$ cat src/rtl/tft_pkg.sv
// Shared timing constants, RGB565 colours and FSM encoding for the
// 480x272 TFT timing controller.
package tft_pkg;

   localparam int H_SYNC  = 41;
   localparam int H_BACK  = 2;
   localparam int H_VALID = 480;
   localparam int H_FRONT = 2;
   localparam int H_TOTAL = H_SYNC + H_BACK + H_VALID + H_FRONT;

   localparam int V_SYNC  = 10;
   localparam int V_BACK  = 2;
   localparam int V_VALID = 272;
   localparam int V_FRONT = 2;
   localparam int V_TOTAL = V_SYNC + V_BACK + V_VALID + V_FRONT;

   localparam logic [15:0] BLACK  = 16'h0000;
   localparam logic [15:0] WHITE  = 16'hFFFF;
   localparam logic [15:0] RED    = 16'hF800;
   localparam logic [15:0] GREEN  = 16'h07E0;
   localparam logic [15:0] BLUE   = 16'h001F;
   localparam logic [15:0] GOLDEN = 16'hFEC0;

   // Coordinate value reported outside the pixel-request window.
   localparam logic [9:0] COORD_NONE = 10'h3FF;

   typedef enum logic [1:0] {
      ST_IDLE  = 2'd0,
      ST_RUN   = 2'd1,
      ST_DRAIN = 2'd2
   } state_t;

endpackage

$ cat src/rtl/tft_ctrl.sv
// Sync/DE/backlight generator with a one-clock-early pixel request and a
// display-enable FSM that only starts/stops scanning on frame boundaries.
module tft_ctrl
   import tft_pkg::*;
#(
   parameter int P_H_SYNC  = H_SYNC,
   parameter int P_H_BACK  = H_BACK,
   parameter int P_H_VALID = H_VALID,
   parameter int P_H_FRONT = H_FRONT,
   parameter int P_V_SYNC  = V_SYNC,
   parameter int P_V_BACK  = V_BACK,
   parameter int P_V_VALID = V_VALID,
   parameter int P_V_FRONT = V_FRONT
) (
   input  logic        tft_clk,
   input  logic        sys_rst,
   input  logic        disp_en,
   input  logic [15:0] pix_data,
   output logic [9:0]  pix_x,
   output logic [9:0]  pix_y,
   output logic [15:0] rgb_tft,
   output logic        hsync,
   output logic        vsync,
   output logic        tft_de,
   output logic        tft_bl,
   output logic        tft_clk_o,
   output logic        frame_start,
   output logic [1:0]  dbg_state
);

   localparam logic [9:0] L_H_SYNC_END = 10'(P_H_SYNC);
   localparam logic [9:0] L_H_DE_BEG   = 10'(P_H_SYNC + P_H_BACK);
   localparam logic [9:0] L_H_DE_END   = 10'(P_H_SYNC + P_H_BACK + P_H_VALID);
   localparam logic [9:0] L_H_REQ_BEG  = L_H_DE_BEG - 10'd1;
   localparam logic [9:0] L_H_REQ_END  = L_H_DE_END - 10'd1;
   localparam logic [9:0] L_H_LAST     = 10'(P_H_SYNC + P_H_BACK + P_H_VALID + P_H_FRONT - 1);
   localparam logic [9:0] L_V_SYNC_END = 10'(P_V_SYNC);
   localparam logic [9:0] L_V_DE_BEG   = 10'(P_V_SYNC + P_V_BACK);
   localparam logic [9:0] L_V_DE_END   = 10'(P_V_SYNC + P_V_BACK + P_V_VALID);
   localparam logic [9:0] L_V_LAST     = 10'(P_V_SYNC + P_V_BACK + P_V_VALID + P_V_FRONT - 1);

   state_t     r_state;
   state_t     w_next_state;
   logic [9:0] r_cnt_h;
   logic [9:0] r_cnt_v;
   logic       w_scan;
   logic       w_eol;
   logic       w_eof;
   logic       w_h_de;
   logic       w_h_req;
   logic       w_v_act;
   logic       w_rgb_valid;
   logic       w_pix_req;

   assign w_scan = (r_state != ST_IDLE);
   assign w_eol  = (r_cnt_h == L_H_LAST);
   assign w_eof  = w_eol && (r_cnt_v == L_V_LAST);

   always_ff @(posedge tft_clk or posedge sys_rst) begin
      if (sys_rst) r_state <= ST_IDLE;
      else         r_state <= w_next_state;
   end

   // DRAIN keeps the scan alive so a dropped request never truncates a frame.
   always_comb begin
      w_next_state = r_state;
      case (r_state)
         ST_IDLE:  if (disp_en) w_next_state = ST_RUN;
         ST_RUN:   if (!disp_en) w_next_state = w_eof ? ST_IDLE : ST_DRAIN;
         ST_DRAIN: begin
            if (disp_en)    w_next_state = ST_RUN;
            else if (w_eof) w_next_state = ST_IDLE;
         end
         default:  w_next_state = ST_IDLE;
      endcase
   end

   always_ff @(posedge tft_clk or posedge sys_rst) begin
      if (sys_rst) begin
         r_cnt_h <= '0;
         r_cnt_v <= '0;
      end else if (r_state == ST_IDLE) begin
         r_cnt_h <= '0;
         r_cnt_v <= '0;
      end else begin
         r_cnt_h <= w_eol ? 10'd0 : r_cnt_h + 10'd1;
         if (w_eol) r_cnt_v <= (r_cnt_v == L_V_LAST) ? 10'd0 : r_cnt_v + 10'd1;
      end
   end

   assign w_h_de      = (r_cnt_h >= L_H_DE_BEG)  && (r_cnt_h < L_H_DE_END);
   assign w_h_req     = (r_cnt_h >= L_H_REQ_BEG) && (r_cnt_h < L_H_REQ_END);
   assign w_v_act     = (r_cnt_v >= L_V_DE_BEG)  && (r_cnt_v < L_V_DE_END);
   assign w_rgb_valid = w_scan && w_h_de  && w_v_act;
   assign w_pix_req   = w_scan && w_h_req && w_v_act;

   always_comb begin
      hsync       = 1'b0;
      vsync       = 1'b0;
      tft_bl      = 1'b0;
      frame_start = 1'b0;
      if (w_scan) begin
         hsync       = (r_cnt_h < L_H_SYNC_END);
         vsync       = (r_cnt_v < L_V_SYNC_END);
         tft_bl      = 1'b1;
         frame_start = (r_cnt_h == 10'd0) && (r_cnt_v == 10'd0);
      end
      pix_x   = w_pix_req ? (r_cnt_h - L_H_REQ_BEG) : COORD_NONE;
      pix_y   = w_pix_req ? (r_cnt_v - L_V_DE_BEG) : COORD_NONE;
      rgb_tft = w_rgb_valid ? pix_data : BLACK;
      tft_de  = w_rgb_valid;
   end

   assign tft_clk_o = tft_clk;
   assign dbg_state = r_state;

endmodule
$ cat config.mk
export PLATFORM = sky130hd
export DESIGN_NAME = tft_ctrl
export DESIGN_NICKNAME = d
export VERILOG_FILES = /design/src/rtl/tft_pkg.sv /design/src/rtl/tft_ctrl.sv
export SDC_FILE = /design/constraint.sdc
export NUM_CORES = 1
export LEC_CHECK = 0
export BUFFER_PORTS_ARGS = -buffer_cell sky130_fd_sc_hd__buf_2
export CORE_ASPECT_RATIO = 0.9
export CORE_UTILIZATION = 56
export CTS_CLUSTER_DIAMETER = 200
export CTS_CLUSTER_SIZE = 14
export DETAILED_ROUTE_END_ITERATION = 12
export GPL_ROUTABILITY_DRIVEN = 0
export PLACE_DENSITY = 0.87
export SLEW_MARGIN = 5
export SYNTH_ARGS = -nofsm -noshare
export SYNTH_HDL_FRONTEND = slang
export SYNTH_SLANG_ARGS = --single-unit
$ cat constraint.sdc
create_clock -name tft_clk -period 3.83 [get_ports tft_clk]
set_input_delay 0.766 -clock tft_clk [delete_from_list [all_inputs] [get_ports tft_clk]]
set_output_delay 0.766 -clock tft_clk [all_outputs]
set_load 0.01 [all_outputs]
==> metrics.md, run 1 <==
| Metric | Value |
|---|---|
| Static Leak | `1.09 nW` |
| Synth Register Bits | `22` |
| Crit path kind | `reg2out` |
| Crit end category | `output port` |
| Crit start category | `flip-flop` |
| Initial Util | `58.8%` |
| Worst-margin pin slew | `867 ps` |
| Delay-heaviest family, CP | `simple AND/OR/NAND/NOR gates` |
| Setup Viol. Count Final | `0` |
| WP buf/inv | `1` |
| # Post-CTS Setup Buffers | `0` |
| Worst vdd ir | `264 uV` |
| Global-route wire length before repair | `8850 microns` |
| Post-route minimum period | `3460 ps` |
| Number of port buffers | `62` |
| Ant diodes | `0` |
| CP peak stage delay | `570 ps` |
| Largest net degree at the start of global routing | `23` |
| Worst Hold End | `r_cnt_h[0]$_DFF_PP0_` |
| Initial DRC count | `201` |
| Worst R2R Setup Slack | `1430 ps` |
| P per Cell Area | `296 nW/um^2` |
| Vias per inst | `6.11` |
| Overflow after GRT | `0` |
| Die H | `58.5 microns` |
| Final #Nets | `337` |
| Share of layout cells above drive strength 1 | `26.9%` |
| Yosys warnings | `0` |
| Die area | `3790 sq um` |
| Detailed Place HPWL | `3770 microns` |
| Slowest-stage cell, CP | `nor4_4` |
| Mapped Cells | `251` |
| CP max FO | `17` |
| CTS tree | `built` |
| Clk Latency, worst-skew pair | `370 ps` |
| Synth async-reset ratio | `100%` |
| Run status | `finished clean` |
| Post-synth top area share | `27.7%` |
| Pre-antenna DRT Iters | `5` |
| FF-to-FF End | `r_cnt_v[8]$_DFFE_PP0P_` |
| Clock-pin slew on the worst setup and hold paths | `90 ps` |
| Synth Cell Area | `1990 sq um` |
| Tot GR Track Use | `30.4%` |
| Syn_area_per_cell | `7.91 sq um` |
| Hold Path Class | `reg2reg` |
| Reg-to-reg startpoint | `r_cnt_h[1]$_DFF_PP0_` |
| Post-synthesis sequential area ratio | `27.7%` |
| Die width | `64.8 microns` |
| Row cnt | `20` |
| Synth area leader | `dfrtp_1` |
| DRC viols | `0` |
| Final TNS setup | `0 ps` |
| Main flop type after synthesis | `dfrtp_1` |
| CTS Hold Bufs | `0` |
| CP required | `3060 ps` |
| Total number of vias | `2133` |
| Hold Crit Depth | `1` |
| Fill cells | `263` |
| Arrival time worst endpoint | `2700 ps` |
| Hold path startpoint | `r_cnt_h[0]$_DFF_PP0_` |
| Antenna viol nets, final | `0` |
| Hold Slack | `549 ps` |
| Area grow syn2layout | `21.0%` |
| Per-cell routed wire length | `15.2 microns` |
| Critical path, cell by cell | `ha_1 > a2111oi_1 > o22ai_2 > nor4_4 > and2_1 > buf_2` |
| Synth area leaders | `dfrtp_1, ha_1, and2_1` |
| Final Skew | `10.7 ps` |
| IO Pins | `63` |
| Placeable Area | `3380 sq um` |
| Top-count cell post-synth | `dfrtp_1` |
| Initial antenna violation count | `0` |
| Cell variety after synth | `52` |
| Vias in the first global route | `1908` |
| Slew headroom | `42.1%` |
| Max frequency | `289 MHz` |
| Final slew viol count | `0` |
| Max Cap Viol | `0` |
| WL final | `5320 microns` |
| Final worst-path cycle share | `90.4%` |
| Syn_nets | `282` |
| Number of synthesized flops with an enable pin | `0` |
| RSZ-0062 raised after global routing | `no` |
| PostCTS Resize Cnt | `0` |
| Top post-synthesis cells by count | `dfrtp_1, nand3_1, and2_1` |
| Worst Reg-to-Reg Cells | `6` |
| Hold Fails Final Rpt | `0` |
## worst max path at each step
stage | endpoint | slack, ps | start | cells past startpoint
floorplan | rgb_tft[10] | 940 | r_cnt_v[2]$_DFFE_PP0P_ | 7
global placement | rgb_tft[4] | 830 | r_cnt_v[2]$_DFFE_PP0P_ | 6
detailed placement | rgb_tft[6] | 780 | r_cnt_v[2]$_DFFE_PP0P_ | 6
CTS | rgb_tft[6] | 360 | r_cnt_v[2]$_DFFE_PP0P_ | 6
global route | rgb_tft[11] | 200 | r_cnt_v[2]$_DFFE_PP0P_ | 6
finish | rgb_tft[6] | 370 | r_cnt_v[2]$_DFFE_PP0P_ | 6
## metrics by stage
stage	instance area [sq um]	std cells	power (mW)	util, %	worst slack [ps]
floorplan	1990	251	0.371	-	944
global placement	2290	342	0.407	67.8	835
detailed placement	2290	342	0.409	67.8	782
CTS	2400	349	0.715	71.1	365
global route	2400	349	0.755	71.1	196
finish	2400	349	0.712	71.1	368
## power by group
group,switching [mW],internal (mW),total [mW]
Clock,0.104,0.213,0.317
Combinational,0.0735,0.0533,0.127
Sequential,0.0262,0.242,0.268
Total,0.203,0.509,0.712
## worst register-to-register path, cell delays in order, from the launching register on
cell	delay (ps)
dfrtp_1	490
inv_1	160
ha_1	180
or3b_2	510
or3_4	430
or4_4	490
o211ai_2	70
## sequential cells by signal (all words and copies together), names as in the netlist
name       cells
r_cnt_h       10
r_cnt_v       10
dbg_state      2
## layout by cell type, fill, tap and decap left out, types with 3 or more instances in the layout
cell type	n
a21oi_1	10
a31oi_1	4
and2_1	19
and3_1	4
buf_2	62
buf_4	4
clkbuf_8	6
dfrtp_1	22
ha_1	12
inv_1	11
nand2_1	18
nand3_1	20
nand4_1	7
nor2_1	15
nor3_1	9
nor3b_1	3
o21ai_0	16
or3_1	7
xnor2_1	7
xor2_1	8
## area by class of cell
cell class / instances / area, sq um / share of cell area [%]
Clock buffer: 7 / 87.6 / 3.64
Sequential cell: 22 / 551 / 22.9
Timing Repair Buffer: 65 / 335 / 14.0
Inverter: 12 / 45.0 / 1.87
Clock inverter: 1 / 30.0 / 1.25
Multi-Input combinational cell: 198 / 1300 / 54.1
Tap cell: 44 / 55.1 / 2.29
## per-layer routing
layer | share of wire, % | GRT usage (%)
met5 | 0 | 0
met4 | 1.8 | 13.7
met3 | 12 | 6.59
met2 | 44 | 44.8
met1 | 42 | 42.8
## kinds of logic (layout without fill, tap and decap cells)
| group | Yosys count | in the layout | share of synthesized area [%] |
|---|---|---|---|
| and+or+nand+nor | 120 | 120 | 34.2 |
| adders and majority gates | 12 | 12 | 7.56 |
| buffers and inverters | 31 | 85 | 6.81 |
| DFF | 22 | 22 | 27.7 |
| muxes | 1 | 1 | 0.504 |
| xor gates and xnor gates | 15 | 15 | 6.62 |
| AOI/OAI and AO/OA | 50 | 50 | 16.6 |
No activity file was read; power rests on OpenSTA's default activity.
==> run 2: changes to the inputs <==
--- a/config.mk
+++ b/config.mk
@@ -6,6 +6,7 @@
 export NUM_CORES = 1
 export LEC_CHECK = 0
 export BUFFER_PORTS_ARGS = -buffer_cell sky130_fd_sc_hd__buf_2
+export CAP_MARGIN = 20
 export CORE_ASPECT_RATIO = 0.9
 export CORE_UTILIZATION = 56
 export CTS_CLUSTER_DIAMETER = 200
@@ -13,6 +14,7 @@
 export DETAILED_ROUTE_END_ITERATION = 12
 export GPL_ROUTABILITY_DRIVEN = 0
 export PLACE_DENSITY = 0.87
+export REMOVE_ABC_BUFFERS = 1
 export SLEW_MARGIN = 5
 export SYNTH_ARGS = -nofsm -noshare
 export SYNTH_HDL_FRONTEND = slang
==> run 2 against run 1 <==
  * Hold slack better by 3.1 ps
  * Count of clock-buffer cells in the layout is the same
  * Worst setup slack improved by 6.8 ps
  * Register-to-register slack improved by 40 ps
  * Core utilization grew 0.22 points
  * Critical path depth unchanged
  * Total power grew 0.31%
  * Combinational power hardly changed
  * Final cell count increased by 0.29%
  * Sequential power about the same
  * Non-clock buffer count increased by 1
  * Largest cell class unchanged
  * Largest power group unchanged
  * Highest routed layer unchanged
==> metrics.md, run 2 (same netlist as run 1, synthesis figures left out) <==
| Metric | Value |
|---|---|
| CP peak stage delay | `570 ps (about the same)` |
| Vias per inst | `6.21 (was 6.11)` |
| DRC viols | `0 (unchanged)` |
| Crit path kind | `reg2out (unchanged)` |
| Number of port buffers | `62 (unchanged)` |
| Detailed Place HPWL | `3680 microns (was 3770 microns)` |
| WP buf/inv | `1 (unchanged)` |
| Clk Latency, worst-skew pair | `370 ps (about the same)` |
| Post-route minimum period | `3460 ps (about the same)` |
| Met3 GRT Util | `4.65% (was 6.59%)` |
| Most common cell after layout, fill and taps aside | `buf_2 (unchanged)` |
| Gr busiest metal | `met2 (unchanged)` |
| Die area | `3790 sq um (unchanged)` |
| Worst vdd ir | `218 uV (was 264 uV)` |
| CTS tree | `built (unchanged)` |
| Initial antenna violation count | `0 (unchanged)` |
| Met1 usage | `41.5% (was 42.8%)` |
| P per Cell Area | `296 nW/um^2 (about the same)` |
| Crit end category | `output port (unchanged)` |
| Final #Nets | `338 (was 337)` |
| IO Pins | `63 (unchanged)` |
| Final slew viol count | `0 (unchanged)` |
| Total number of vias | `2173 (was 2133)` |
| Area grow syn2layout | `21.4% (was 21.0%)` |
| Worst-margin pin slew | `848 ps (was 867 ps)` |
| Antenna viol nets, final | `0 (unchanged)` |
| Crit start category | `flip-flop (unchanged)` |
| Vias in the first global route | `1770 (was 1908)` |
| Static Leak | `1.09 nW (about the same)` |
| Delay-heaviest family, CP | `simple AND/OR/NAND/NOR gates (unchanged)` |
| Clock-pin slew on the worst setup and hold paths | `90 ps (about the same)` |
| Overflow after GRT | `0 (unchanged)` |
| Placeable Area | `3380 sq um (unchanged)` |
| Final worst-path cycle share | `90.2% (was 90.4%)` |
| Dpl cells | `343 (was 342)` |
| Max Cap Viol | `0 (unchanged)` |
| Global-route wire length before repair | `8550 microns (was 8850 microns)` |
| Final Skew | `9.58 ps (was 10.7 ps)` |
| Tot GR Track Use | `28.9% (was 30.4%)` |
| Row cnt | `20 (unchanged)` |
| Slowest-stage cell, CP | `nor4_4 (unchanged)` |
| Max frequency | `289 MHz (about the same)` |
| WL final | `5300 microns (was 5320 microns)` |
| PostCTS Resize Cnt | `0 (unchanged)` |
| M2 GR Usage | `43.9% (was 44.8%)` |
| Most frequent cells in the layout | `buf_2, dfrtp_1, nand3_1 (unchanged)` |
| CP required | `3060 ps (about the same)` |
| Initial DRC count | `241 (was 201)` |
| Final Non-Filler Cells | `350 (was 349)` |
| Share of layout cells above drive strength 1 | `27.1% (was 26.9%)` |
| Slew headroom | `43.4% (was 42.1%)` |
| # Post-CTS Setup Buffers | `0 (unchanged)` |
| Setup Viol. Count Final | `0 (unchanged)` |
| Die width | `64.8 microns (unchanged)` |
| CP max FO | `17 (unchanged)` |
| Die H | `58.5 microns (unchanged)` |
| Run status | `finished clean (unchanged)` |
| Final TNS setup | `0 ps (unchanged)` |
| Critical path, cell by cell | `ha_1 > a2111oi_1 > o22ai_2 > nor4_4 > and2_1 > buf_2 (unchanged)` |
| Arrival time worst endpoint | `2690 ps (was 2700 ps)` |
| Hold Path Class | `in2async (was reg2reg)` |
| Initial Util | `58.8% (unchanged)` |
| Pre-antenna DRT Iters | `5 (unchanged)` |
| Per-cell routed wire length | `15.1 microns (was 15.2 microns)` |
| CTS Hold Bufs | `0 (unchanged)` |
| RSZ-0062 raised after global routing | `no (unchanged)` |
| Largest net degree at the start of global routing | `23 (unchanged)` |
| Hold Fails Final Rpt | `0 (unchanged)` |
| Ant diodes | `0 (unchanged)` |
run 2: path summary, 6_finish.rpt:
check	from	to	slack, ps	cells past startpoint
max in group asynchronous	sys_rst	r_cnt_h[2]$_DFF_PP0_	2750	2
min in group tft_clk	r_cnt_h[0]$_DFF_PP0_	r_cnt_h[0]$_DFF_PP0_	550	1
setup reg to reg	r_cnt_h[1]$_DFF_PP0_	r_cnt_v[8]$_DFFE_PP0P_	1470	6
hold / removal	sys_rst	r_cnt_v[1]$_DFFE_PP0P_	550	2
hold reg to reg	r_cnt_h[0]$_DFF_PP0_	r_cnt_h[0]$_DFF_PP0_	550	1
setup / recovery	r_cnt_v[2]$_DFFE_PP0P_	rgb_tft[8]	370	6
run 2: worst register-to-register path: stages, from the launching register on:
cell and delay (ps):
dfrtp_1 490, inv_1 150, ha_1 150, or3b_2 500
or3_4 430, or4_4 490, o211ai_2 70
run 2: per-layer routing:
| metal | up-vias | share of wire [%] |
|---|---|---|
| met2 | 173 | 44 |
| li1 | 1007 | - |
| met4 | 0 | 2.6 |
| met5 | - | 0 |
| met1 | 974 | 40 |
| met3 | 19 | 13 |
run 2: area by class of cell:
type                       count  area [sq um]
multi-input combinational    198          1300
fill                         247           967
sequential                    22           551
timing repair buffer          66           343
clock buffer                   7          87.6
tap                           44          55.1
inverter                      12          45.0
clock inverter                 1          30.0
run 2: per-stage QoR:
| step | setup WS [ps] | power [mW] | utilization (%) | cell area, sq um | hold slack (ps) |
|---|---|---|---|---|---|
| after floorplan | 933 | 0.346 | - | 1900 | 486 |
| after global placement | 875 | 0.403 | 68.0 | 2300 | 517 |
| after detailed placement | 747 | 0.410 | 68.0 | 2300 | 533 |
| after CTS | 333 | 0.714 | 71.4 | 2410 | 551 |
| after global routing | 143 | 0.741 | 71.4 | 2410 | 574 |
| final | 374 | 0.714 | 71.4 | 2410 | 553 |
run 2: where the power goes:
group	switching, mW	internal [mW]	total, mW
logic	0.0731	0.0530	0.126
clock network	0.106	0.213	0.320
registers	0.0267	0.242	0.269
